`src/rtl/mem_arb_pkg.sv`:
```
// Shared types, widths and the rotating-priority pick function for mem_req_arbiter.
package mem_arb_pkg;

  localparam int unsigned ADDR_W  = 32;
  localparam int unsigned DATA_W  = 32;
  localparam int unsigned LEN_W   = 4;
  localparam int unsigned MAX_N   = 8;
  localparam int unsigned MAX_IDW = 3;

  typedef enum logic {
    IDLE = 1'b0,
    LOCK = 1'b1
  } state_e;

  typedef struct packed {
    logic               found;
    logic [MAX_IDW-1:0] idx;
  } pick_t;

  // First valid requester scanning upward from ptr, wrapping at n.
  function automatic pick_t rr_pick(input logic [MAX_N-1:0]   valid,
                                    input logic [MAX_IDW-1:0] ptr,
                                    input int unsigned        n);
    pick_t       r;
    int unsigned idx;
    r = '0;
    for (int unsigned k = 0; k < MAX_N; k++) begin
      idx = (32'(ptr) + k) % n;
      if ((k < n) && !r.found && valid[idx]) begin
        r.found = 1'b1;
        r.idx   = MAX_IDW'(idx);
      end
    end
    return r;
  endfunction

endpackage

```
`src/rtl/arb_id_fifo.sv`:
```
// In-order FIFO of granted requester IDs; head names the owner of the oldest burst.
module arb_id_fifo #(
  parameter int unsigned DEPTH = 4,
  parameter int unsigned W     = 1
) (
  input  logic         clock,
  input  logic         reset,
  input  logic         push,
  input  logic [W-1:0] push_id,
  input  logic         pop,
  output logic [W-1:0] head,
  output logic         full,
  output logic         empty
);

  localparam int unsigned AW = (DEPTH > 1) ? $clog2(DEPTH) : 1;
  localparam int unsigned CW = $clog2(DEPTH + 1);

  logic [W-1:0]  mem [DEPTH];
  logic [AW-1:0] wr_ptr;
  logic [AW-1:0] rd_ptr;
  logic [CW-1:0] count;
  logic          do_push;
  logic          do_pop;

  // A pop frees its slot in the same cycle, so a push into a full FIFO is accepted then.
  assign do_pop  = pop & ~empty;
  assign do_push = push & (~full | do_pop);

  assign full  = (count == CW'(DEPTH));
  assign empty = (count == '0);
  assign head  = mem[rd_ptr];

  always_ff @(posedge clock) begin
    if (do_push) mem[wr_ptr] <= push_id;
  end

  always_ff @(posedge clock) begin
    if (!reset) begin
      wr_ptr <= '0;
      rd_ptr <= '0;
      count  <= '0;
    end else begin
      if (do_push) wr_ptr <= wr_ptr + AW'(1);
      if (do_pop)  rd_ptr <= rd_ptr + AW'(1);
      count <= count + CW'(do_push) - CW'(do_pop);
    end
  end

endmodule

```
`src/rtl/mem_req_arbiter.sv`:
```
// Burst-locking N:1 memory request arbiter with in-order response routing.
// Define ARB_ROUND_ROBIN_EN for rotating priority; otherwise requester 0 always wins.
module mem_req_arbiter
  import mem_arb_pkg::*;
#(
  parameter int unsigned N          = 2,
  parameter int unsigned RESP_DEPTH = 4,
  parameter int unsigned IDW        = $clog2(N)
) (
  input  logic                clock,
  input  logic                reset,
  input  logic [N-1:0]        io_in_valid,
  output logic [N-1:0]        io_in_ready,
  input  logic [N*ADDR_W-1:0] io_in_bits_addr,
  input  logic [N*DATA_W-1:0] io_in_bits_data,
  input  logic [N*LEN_W-1:0]  io_in_bits_len,
  output logic                io_out_valid,
  input  logic                io_out_ready,
  output logic [ADDR_W-1:0]   io_out_bits_addr,
  output logic [DATA_W-1:0]   io_out_bits_data,
  output logic [IDW-1:0]      io_out_bits_id,
  output logic                io_out_bits_last,
  input  logic                io_resp_valid,
  output logic                io_resp_ready,
  input  logic [DATA_W-1:0]   io_resp_bits_data,
  input  logic                io_resp_bits_last,
  output logic [N-1:0]        io_rsp_valid,
  output logic [DATA_W-1:0]   io_rsp_bits_data
);

  state_e             state_q, state_d;
  logic [LEN_W-1:0]   cnt_q, cnt_d;
  logic [IDW-1:0]     owner_q, owner_d;
  logic [MAX_IDW-1:0] ptr_sel;
  pick_t              pick;
  logic               found;
  logic [IDW-1:0]     winner;
  logic [IDW-1:0]     cur_id;
  logic [LEN_W-1:0]   cur_len;
  logic               grant_ok;
  logic               fifo_push;
  logic               fifo_pop;
  logic               fifo_full;
  logic               fifo_empty;
  logic [IDW-1:0]     fifo_head;

`ifdef ARB_ROUND_ROBIN_EN
  logic [IDW-1:0] ptr_q, ptr_d;
  assign ptr_sel = MAX_IDW'(ptr_q);
`else
  assign ptr_sel = '0;
`endif

  // Winner search; the range test keeps every pick bit meaningful for small N.
  assign pick   = rr_pick(MAX_N'(io_in_valid), ptr_sel, N);
  assign found  = pick.found & ({1'b0, pick.idx} < (MAX_IDW + 1)'(N));
  assign winner = IDW'(pick.idx);

  always_ff @(posedge clock) begin
    if (!reset) begin
      state_q <= IDLE;
      cnt_q   <= '0;
      owner_q <= '0;
`ifdef ARB_ROUND_ROBIN_EN
      ptr_q   <= '0;
`endif
    end else begin
      state_q <= state_d;
      cnt_q   <= cnt_d;
      owner_q <= owner_d;
`ifdef ARB_ROUND_ROBIN_EN
      ptr_q   <= ptr_d;
`endif
    end
  end

  // Next state, request mux and handshakes; IDLE grants freshly, LOCK follows the owner.
  always_comb begin
    state_d     = state_q;
    cnt_d       = cnt_q;
    owner_d     = owner_q;
`ifdef ARB_ROUND_ROBIN_EN
    ptr_d       = ptr_q;
`endif
    fifo_push   = 1'b0;
    grant_ok    = 1'b0;
    io_in_ready = '0;
    io_out_valid     = 1'b0;
    io_out_bits_last = 1'b0;

    cur_id  = (state_q == LOCK) ? owner_q : winner;
    cur_len = io_in_bits_len[32'(cur_id)*LEN_W +: LEN_W];
    io_out_bits_id   = cur_id;
    io_out_bits_addr = io_in_bits_addr[32'(cur_id)*ADDR_W +: ADDR_W];
    io_out_bits_data = io_in_bits_data[32'(cur_id)*DATA_W +: DATA_W];

    unique case (state_q)
      IDLE: begin
        grant_ok         = found & ~fifo_full;
        io_out_valid     = grant_ok;
        io_out_bits_last = (cur_len == '0);
        if (grant_ok && io_out_ready) begin
          fifo_push = 1'b1;
          cnt_d     = cur_len;
`ifdef ARB_ROUND_ROBIN_EN
          ptr_d     = IDW'((32'(winner) + 32'd1) % N);
`endif
          if (cur_len != '0) begin
            owner_d = winner;
            state_d = LOCK;
          end
        end
      end
      LOCK: begin
        grant_ok         = 1'b1;
        io_out_valid     = io_in_valid[owner_q];
        io_out_bits_last = (cnt_q == LEN_W'(1));
        if (io_out_valid && io_out_ready) begin
          cnt_d = cnt_q - LEN_W'(1);
          if (cnt_q == LEN_W'(1)) state_d = IDLE;
        end
      end
      default: state_d = IDLE;
    endcase

    io_in_ready[cur_id] = io_out_ready & grant_ok;
  end

  // Responses belong to the oldest outstanding burst; its last beat retires the ID.
  assign fifo_pop         = io_resp_valid & io_resp_bits_last & ~fifo_empty;
  assign io_resp_ready    = ~fifo_empty;
  assign io_rsp_valid     = (N'(1) << fifo_head) & {N{io_resp_valid & ~fifo_empty}};
  assign io_rsp_bits_data = io_resp_bits_data;

  arb_id_fifo #(
    .DEPTH (RESP_DEPTH),
    .W     (IDW)
  ) u_id_fifo (
    .clock   (clock),
    .reset   (reset),
    .push    (fifo_push),
    .push_id (winner),
    .pop     (fifo_pop),
    .head    (fifo_head),
    .full    (fifo_full),
    .empty   (fifo_empty)
  );

endmodule

```
`config.mk`:
```
export PLATFORM = sky130hd
export DESIGN_NAME = mem_req_arbiter
export DESIGN_NICKNAME = d
export VERILOG_FILES = /design/src/rtl/mem_arb_pkg.sv /design/src/rtl/arb_id_fifo.sv /design/src/rtl/mem_req_arbiter.sv
export SDC_FILE = /design/constraint.sdc
export NUM_CORES = 1
export LEC_CHECK = 0
export CAP_MARGIN = 20
export CORE_AREA = 2 2 109 111
export CTS_CLUSTER_DIAMETER = 150
export DETAILED_ROUTE_END_ITERATION = 10
export DIE_AREA = 0 0 111 113
export MAX_ROUTING_LAYER = met4
export PLACE_DENSITY = 0.67
export SETUP_SLACK_MARGIN = 0.02
export SLEW_MARGIN = 20
export SYNTH_ARGS = -nofsm -noshare
export SYNTH_HDL_FRONTEND = slang
export SYNTH_SLANG_ARGS = --single-unit
export TNS_END_PERCENT = 50
```
`constraint.sdc`:
```
create_clock -name clock -period 2.8 [get_ports clock]
set_input_delay 0.28 -clock clock [delete_from_list [all_inputs] [get_ports clock]]
set_output_delay 0.28 -clock clock [all_outputs]
set_load 0.02 [all_outputs]
```
==> summary.md, run 1 <==
| Metric | Value |
|---|---|
| Status | `finished clean` |
| GRT Max-Usage Layer | `met2` |
| CTS H-tree lvls | `1` |
| Hpwl dp | `8.058 mm` |
| Adder-Cell Fraction of Synth Area | `5.568%` |
| CTS Buf Count | `3` |
| Via count | `2857` |
| Synth Area in Simple Gates | `44.14%` |
| FF+latch count, synth | `19` |
| Combinational power share | `62.7%` |
| Drt first pass iters | `4` |
| Critical path data arrival time | `2.34 ns` |
| Net Sw Frac | `37.75%` |
| DRT antenna net count | `0` |
| Core ar. | `11270 µm²` |
| Clock power frac | `16.3%` |
| Initial cell density of the core | `19.14%` |
| Fillers | `1153` |
| Final Non-Filler Cells | `681` |
| Post-cts resize count | `0` |
| First-pass GRT wire length | `13.93 mm` |
| Die area | `12540 µm²` |
| Ys async rst share | `0%` |
| Iteration-0 DRC Markers | `141` |
| Distinct cells, synth | `37` |
| Warnings from Yosys | `0` |
| Worst-Margin Slew | `0.5209 ns` |
| Fin worst setup slack | `0.1804 ns` |
| Layout Nets | `723` |
| Post-synth EDFFs | `4` |
| Xor/xnor cell area share of the yosys netlist | `2.030%` |
| GR Util met3 | `7.766%` |
| Power Internal | `1128 µW` |
| Mean Syn Cell Area | `5.959 µm²` |
| WL final | `9.464 mm` |
| Buffers added on ports | `214` |
| Vias per cell | `4.195` |
| CP Max Fanout | `49` |
| Max-cap viol count | `0` |
| Gpl congestion | `0.8939` |
| Root buffer cell | `clkbuf_16` |
| PD cells | `417.4 nW/µm²` |
| Relative slew slack | `64.95%` |
| Worst EP required | `2.52 ns` |
| Setup TNS | `0 ns` |
| Final Setup Violations | `0` |
| Tightest Hold Check Type | `reg2reg` |
| Skew-Pair Late Insertion Delay | `0.25 ns` |
| Post-CTS setup buffer count | `0` |
| Commonest register cell after synthesis | `dfxtp_1` |
| Final period util | `93.56%` |
| Commonest non-fill, non-tap cell in the layout | `clkdlybuf4s50_1` |
| Reg clk slew, reported paths | `0.06 ns` |
| Clock Skews | `0.004193 ns` |
| Die Y | `113 µm` |
| Cells after synthesis | `362` |
| Design Power | `1812 µW` |
| Initial antenna violation count | `0` |
| Pin count of the biggest net entering global routing | `50` |
| P_leak | `0.001971 µW` |
| Post-layout min period | `2.620 ns` |
| Area Growth Syn to Fin | `101.3%` |
| Chip width | `111 µm` |
| Crit. End Element | `output pin` |
| Max clock buf depth | `2` |
| Mapped Nets | `546` |
| Peak VDD IR | `355.1 µV` |
| Final Hold Viols | `0` |
| Mux cell area share after synthesis | `4.002%` |
| Pre-CTS setup slack | `0.1818 ns` |
| Mapped Area | `2157 µm²` |
| Switch Pwr | `684.1 µW` |
| Placed Area | `4254 µm²` |
| DRC viols | `0` |
| Crit start category | `primary input` |
| Global routing met1 resource utilization | `14.79%` |
| Slew Viols, Final | `0` |
| Met2 usage | `23.76%` |
| Io pins | `279` |
| Clock tree sinks | `19` |
| Std cell rows | `39` |
| Unrepaired setup endpoints after global routing | `yes` |
| Largest family of logic cells by synthesized area | `simple AND/OR/NAND/NOR gates` |
| Final instance area | `4342 µm²` |
| Setup Crit Path Kind | `in2out` |
| Most frequent cells in the layout | `clkdlybuf4s50_1, nand2_1, dfxtp_1, nor2_1, inv_1` |
| Peak Freq | `381.7 MHz` |
| Layout cell share with drive strength beyond 1 | `3.532%` |
| Vias in the first global route | `2687` |
| Grt ovf | `0` |
| Wire per inst | `13.90 µm` |
| CTS tree | `done` |
| Compound-Gate Fraction of Synth Area | `7.425%` |
| Ant diodes | `0` |
| Seq/Total Area, Yosys | `19.49%` |
| GRT Total Usage | `14.13%` |
| Cts hold-fix bufs | `0` |
| Post-Place Cells | `677` |
| Flop pwr share | `21.0%` |
metrics by stage:
stage	hold WS, ns	utilization [%]
after floorplan	0.4483	-
after global placement	0.4647	37.74
after detailed placement	0.4837	37.74
after CTS	0.4902	38.45
after global routing	0.5037	38.52
final	0.4888	38.52
cells in the mapped netlist, types with 2 or more instances:
cell type | n | area [µm²]
a211oi_1 | 2 | 15.01
a21oi_1 | 6 | 30.03
and2_1 | 7 | 43.79
and3_1 | 2 | 12.51
buf_2 | 11 | 55.05
buf_4 | 32 | 240.2
clkbuf_1 | 6 | 22.52
dfxtp_1 | 15 | 300.3
edfxtp_1 | 4 | 120.1
ha_1 | 8 | 100.1
inv_1 | 11 | 41.29
mux2_2 | 3 | 33.78
mux2i_1 | 3 | 30.03
nand2_1 | 203 | 762.0
nand3_1 | 2 | 10.01
nor2_1 | 15 | 56.30
nor3b_1 | 2 | 15.01
nor4_1 | 4 | 25.02
o21a_1 | 3 | 22.52
o31a_1 | 2 | 17.52
o32ai_1 | 2 | 17.52
xnor2_1 | 3 | 26.28
xor2_1 | 2 | 17.52
cell families after synthesis:
family	count (synthesis)
multiplexers	7
buffers and inverters	62
adder cells (fa/ha/maj)	9
XOR/XNOR	5
flip-flops	19
AO/OA/AOI/OAI	21
AND/OR/NAND/NOR	239
power groups by stage:
stage / logic (µW) / clock network, µW / registers [µW]
final: 1140 / 295 / 381
after detailed placement: 1140 / 0 / 387
after floorplan: 645 / 0 / 373
after global placement: 1130 / 0 / 384
after CTS: 1150 / 298 / 381
after global routing: 1220 / 312 / 390
critical path, stage by stage:
cell and delay [ns]:
clkdlybuf4s50_1 0.55, nor3b_1 0.23, buf_4 0.16, nor2_4 0.05
inv_2 0.08, buf_12 0.22, nand2_1 0.08, nand2_1 0.09
clkdlybuf4s50_1 0.60
final timing paths:
| kind | from | to | cells after the start | slack [ns] |
|---|---|---|---|---|
| max reg2reg | u_id_fifo.count[2] | u_id_fifo.count[2] | 9 | 0.68 |
| min | cnt_q[3] | cnt_q[3] | 2 | 0.49 |
| max | io_in_valid[1] | io_out_bits_data[19] | 9 | 0.18 |
| min reg2reg | cnt_q[3] | cnt_q[3] | 2 | 0.49 |
area by class of cell:
class	instances	area (µm²)	share of cell area, %
Inverter	12	45.04	1.037
Multi-Input combinational cell	281	1370	31.56
Clock buffer	3	75.07	1.729
Clock inverter	1	5.005	0.1153
Sequential cell	19	420.4	9.683
Tap cell	143	178.9	4.121
Timing Repair Buffer	222	2247	51.76
layer usage:
metal  vias up  wire length (µm)
li1       1449                 -
met1      1225              3554
met2       163              4436
met3        20              1294
met4         0               178
met5         -                 0
Note: power is estimated with default switching activity, not from simulation.
==> run 2: changes to the inputs <==
--- a/config.mk
+++ b/config.mk
@@ -5,7 +5,7 @@
 export SDC_FILE = /design/constraint.sdc
 export NUM_CORES = 1
 export LEC_CHECK = 0
-export CAP_MARGIN = 20
+export CAP_MARGIN = 10
 export CORE_AREA = 2 2 109 111
 export CTS_CLUSTER_DIAMETER = 150
 export DETAILED_ROUTE_END_ITERATION = 10
@@ -17,4 +17,4 @@
 export SYNTH_ARGS = -nofsm -noshare
 export SYNTH_HDL_FRONTEND = slang
 export SYNTH_SLANG_ARGS = --single-unit
-export TNS_END_PERCENT = 50
+export TNS_END_PERCENT = 30
==> run 2 against run 1 <==
Clock power about the same. Clock-buffer cell count did not move. Cell area hardly changed. Flip-flop and latch count is the same. Worst hold slack unchanged. Sequential power barely moved. Routed wire length about the same. First-iteration DRC count increased by 1.4%. Combinational power about the same. Setup slack got worse by 0.0073 ns.
==> summary.md, run 2 (synthesis gave the netlist of run 1 again) <==
| Metric | Value |
|---|---|
| Crit Reg-Reg Endpoint | `u_id_fifo.count[2]` |
| Max clock buf depth | `2` |
| Setup TNS | `0 ns` |
| Launching point of the worst reg2reg path | `u_id_fifo.count[2]` |
| Layout cell share with drive strength beyond 1 | `3.532%` |
| Wire per inst | `13.89 µm` |
| Hpwl dp | `8.058 mm` |
| Multi-input logic area | `1370 µm²` |
| Tightest Hold Check Type | `reg2reg` |
| Final Setup Violations | `0` |
| CP Buf/Inv Count | `5` |
| Io pins | `279` |
| Design Power | `1813 µW` |
| GRT Total Usage | `14.13%` |
| Pin count of the biggest net entering global routing | `50` |
| Crit. End Element | `output pin` |
| Std cell rows | `39` |
| Relative slew slack | `64.95%` |
| Layout Nets | `723` |
| CP Max Fanout | `49` |
| R2R depth | `9` |
| Worst EP required | `2.52 ns` |
| CTS H-tree lvls | `1` |
| Slew Viols, Final | `0` |
| Worst hold stages | `2` |
| Iteration-0 DRC Markers | `143` |
| Post-Place Cells | `677` |
| First-pass GRT wire length | `13.93 mm` |
| Drt first pass iters | `4` |
| Grt ovf | `0` |
| Root buffer cell | `clkbuf_16` |
| Initial antenna violation count | `0` |
| Endpoint, Worst Hold | `cnt_q[3]` |
| Clock Skews | `0.004193 ns` |
| Post-CTS setup buffer count | `0` |
| Flop2flop setup slack | `0.68 ns` |
| Final period util | `93.82%` |
| Initial cell density of the core | `19.14%` |
| CP delay by family, top | `buffers and inverters` |
| Max-cap viol count | `0` |
| Register Area | `420.4 µm²` |
| Reg clk slew, reported paths | `0.06 ns` |
| Final Hold Viols | `0` |
| Worst stage delay on the critical path | `0.60 ns` |
| Final Non-Filler Cells | `681` |
| Ant diodes | `0` |
| Skew-Pair Late Insertion Delay | `0.25 ns` |
| PD cells | `417.8 nW/µm²` |
| Post-layout min period | `2.627 ns` |
| Setup Crit Path Kind | `in2out` |
| Peak Freq | `380.7 MHz` |
| Via count | `2857` |
| Hold slack final | `0.4888 ns` |
| Die Y | `113 µm` |
| Clock tree sinks | `19` |
| Chip width | `111 µm` |
| Vias per cell | `4.195` |
| Commonest non-fill, non-tap cell in the layout | `clkdlybuf4s50_1` |
| Gpl congestion | `0.8939` |
| CTS tree | `done` |
| Unrepaired setup endpoints after global routing | `yes` |
| Area Growth Syn to Fin | `101.2%` |
| CTS Buf Count | `3` |
| Status | `finished clean` |
| DRC viols | `0` |
| Buffers added on ports | `214` |
| Core ar. | `11270 µm²` |
| Vias in the first global route | `2687` |
| P_leak | `0.001961 µW` |
| Critical Path Source | `io_in_valid[1]` |
| Fillers | `1153` |
| Critical path data arrival time | `2.35 ns` |
| Most frequent cells in the layout | `clkdlybuf4s50_1, nand2_1, dfxtp_1, nor2_1, inv_1` |
| Slowest CP cell | `clkdlybuf4s50_1` |
| Min-delay src | `cnt_q[3]` |
| Crit start category | `primary input` |
| DRT antenna net count | `0` |
| WL final | `9.460 mm` |
| CP Cell Sequence | `clkdlybuf4s50_1 > nor3b_1 > buf_4 > nor2_4 > inv_2 > buf_12 > nand2_1 > nand2_1 > clkdlybuf4s50_1` |
| Die area | `12540 µm²` |
| Peak VDD IR | `355.1 µV` |
| Worst-Margin Slew | `0.5209 ns` |
run 2: cell count changes in the layout (fill, tap and decap cells not counted):
cell	previous run	this run
clkdlybuf4s50_1	211	212
dlymetal6s2s_1	3	2
run 2: metrics by stage:
stage                     setup WS (ns)  util [%]  instance area [µm²]
after floorplan                  0.6472         -                 2157
after global placement           0.2117     37.74                 4254
after detailed placement         0.1818     37.74                 4254
after CTS                        0.1757     38.45                 4334
after global routing            0.01700     38.49                 4339
final                            0.1731     38.49                 4339
run 2: what timing repair did:
item                                   CTS  global route
endpoints found under the hold margin    0             0
hold buffers                             0             0
gates resized for setup                  0             2
setup endpoints to repair                0             7
run 2: final cells by class:
type	count	share of cell area [%]
inverter	12	1.038
clock inverter	1	0.1153
clock buffer	3	1.730
multi-input combinational	281	31.57
tap	143	4.123
timing repair buffer	222	51.73
sequential	19	9.689
run 2: worst max-delay path by stage:
stage	to	cells after the start	slack, ns
6_report	io_out_bits_data[21]	9	0.17
5_1_grt	io_out_bits_data[21]	9	0.02
4_1_cts	io_out_bits_addr[1]	9	0.18
3_5_place_dp	io_out_bits_data[20]	9	0.18
3_3_place_gp	io_out_bits_addr[11]	9	0.21
2_1_floorplan	u_id_fifo.count[2]	10	0.65
run 2: where the power goes:
group / internal [µW] / leakage [µW] / switching [µW]
logic: 606 / 0.00176 / 530
clock network: 192 / 0.0000409 / 104
registers: 331 / 0.000160 / 50.6
run 2: layer usage:
layer | track usage, % | wire (µm)
met2 | 23.76 | 4435
met3 | 7.766 | 1294
met4 | 2.750 | 178
met1 | 14.79 | 3551
met5 | - | 0
run 2: tightest hold or removal path, cell delays in order (launching register included):
cell,delay (ns)
dfxtp_1,0.32
nand2_1,0.06
o32ai_1,0.06
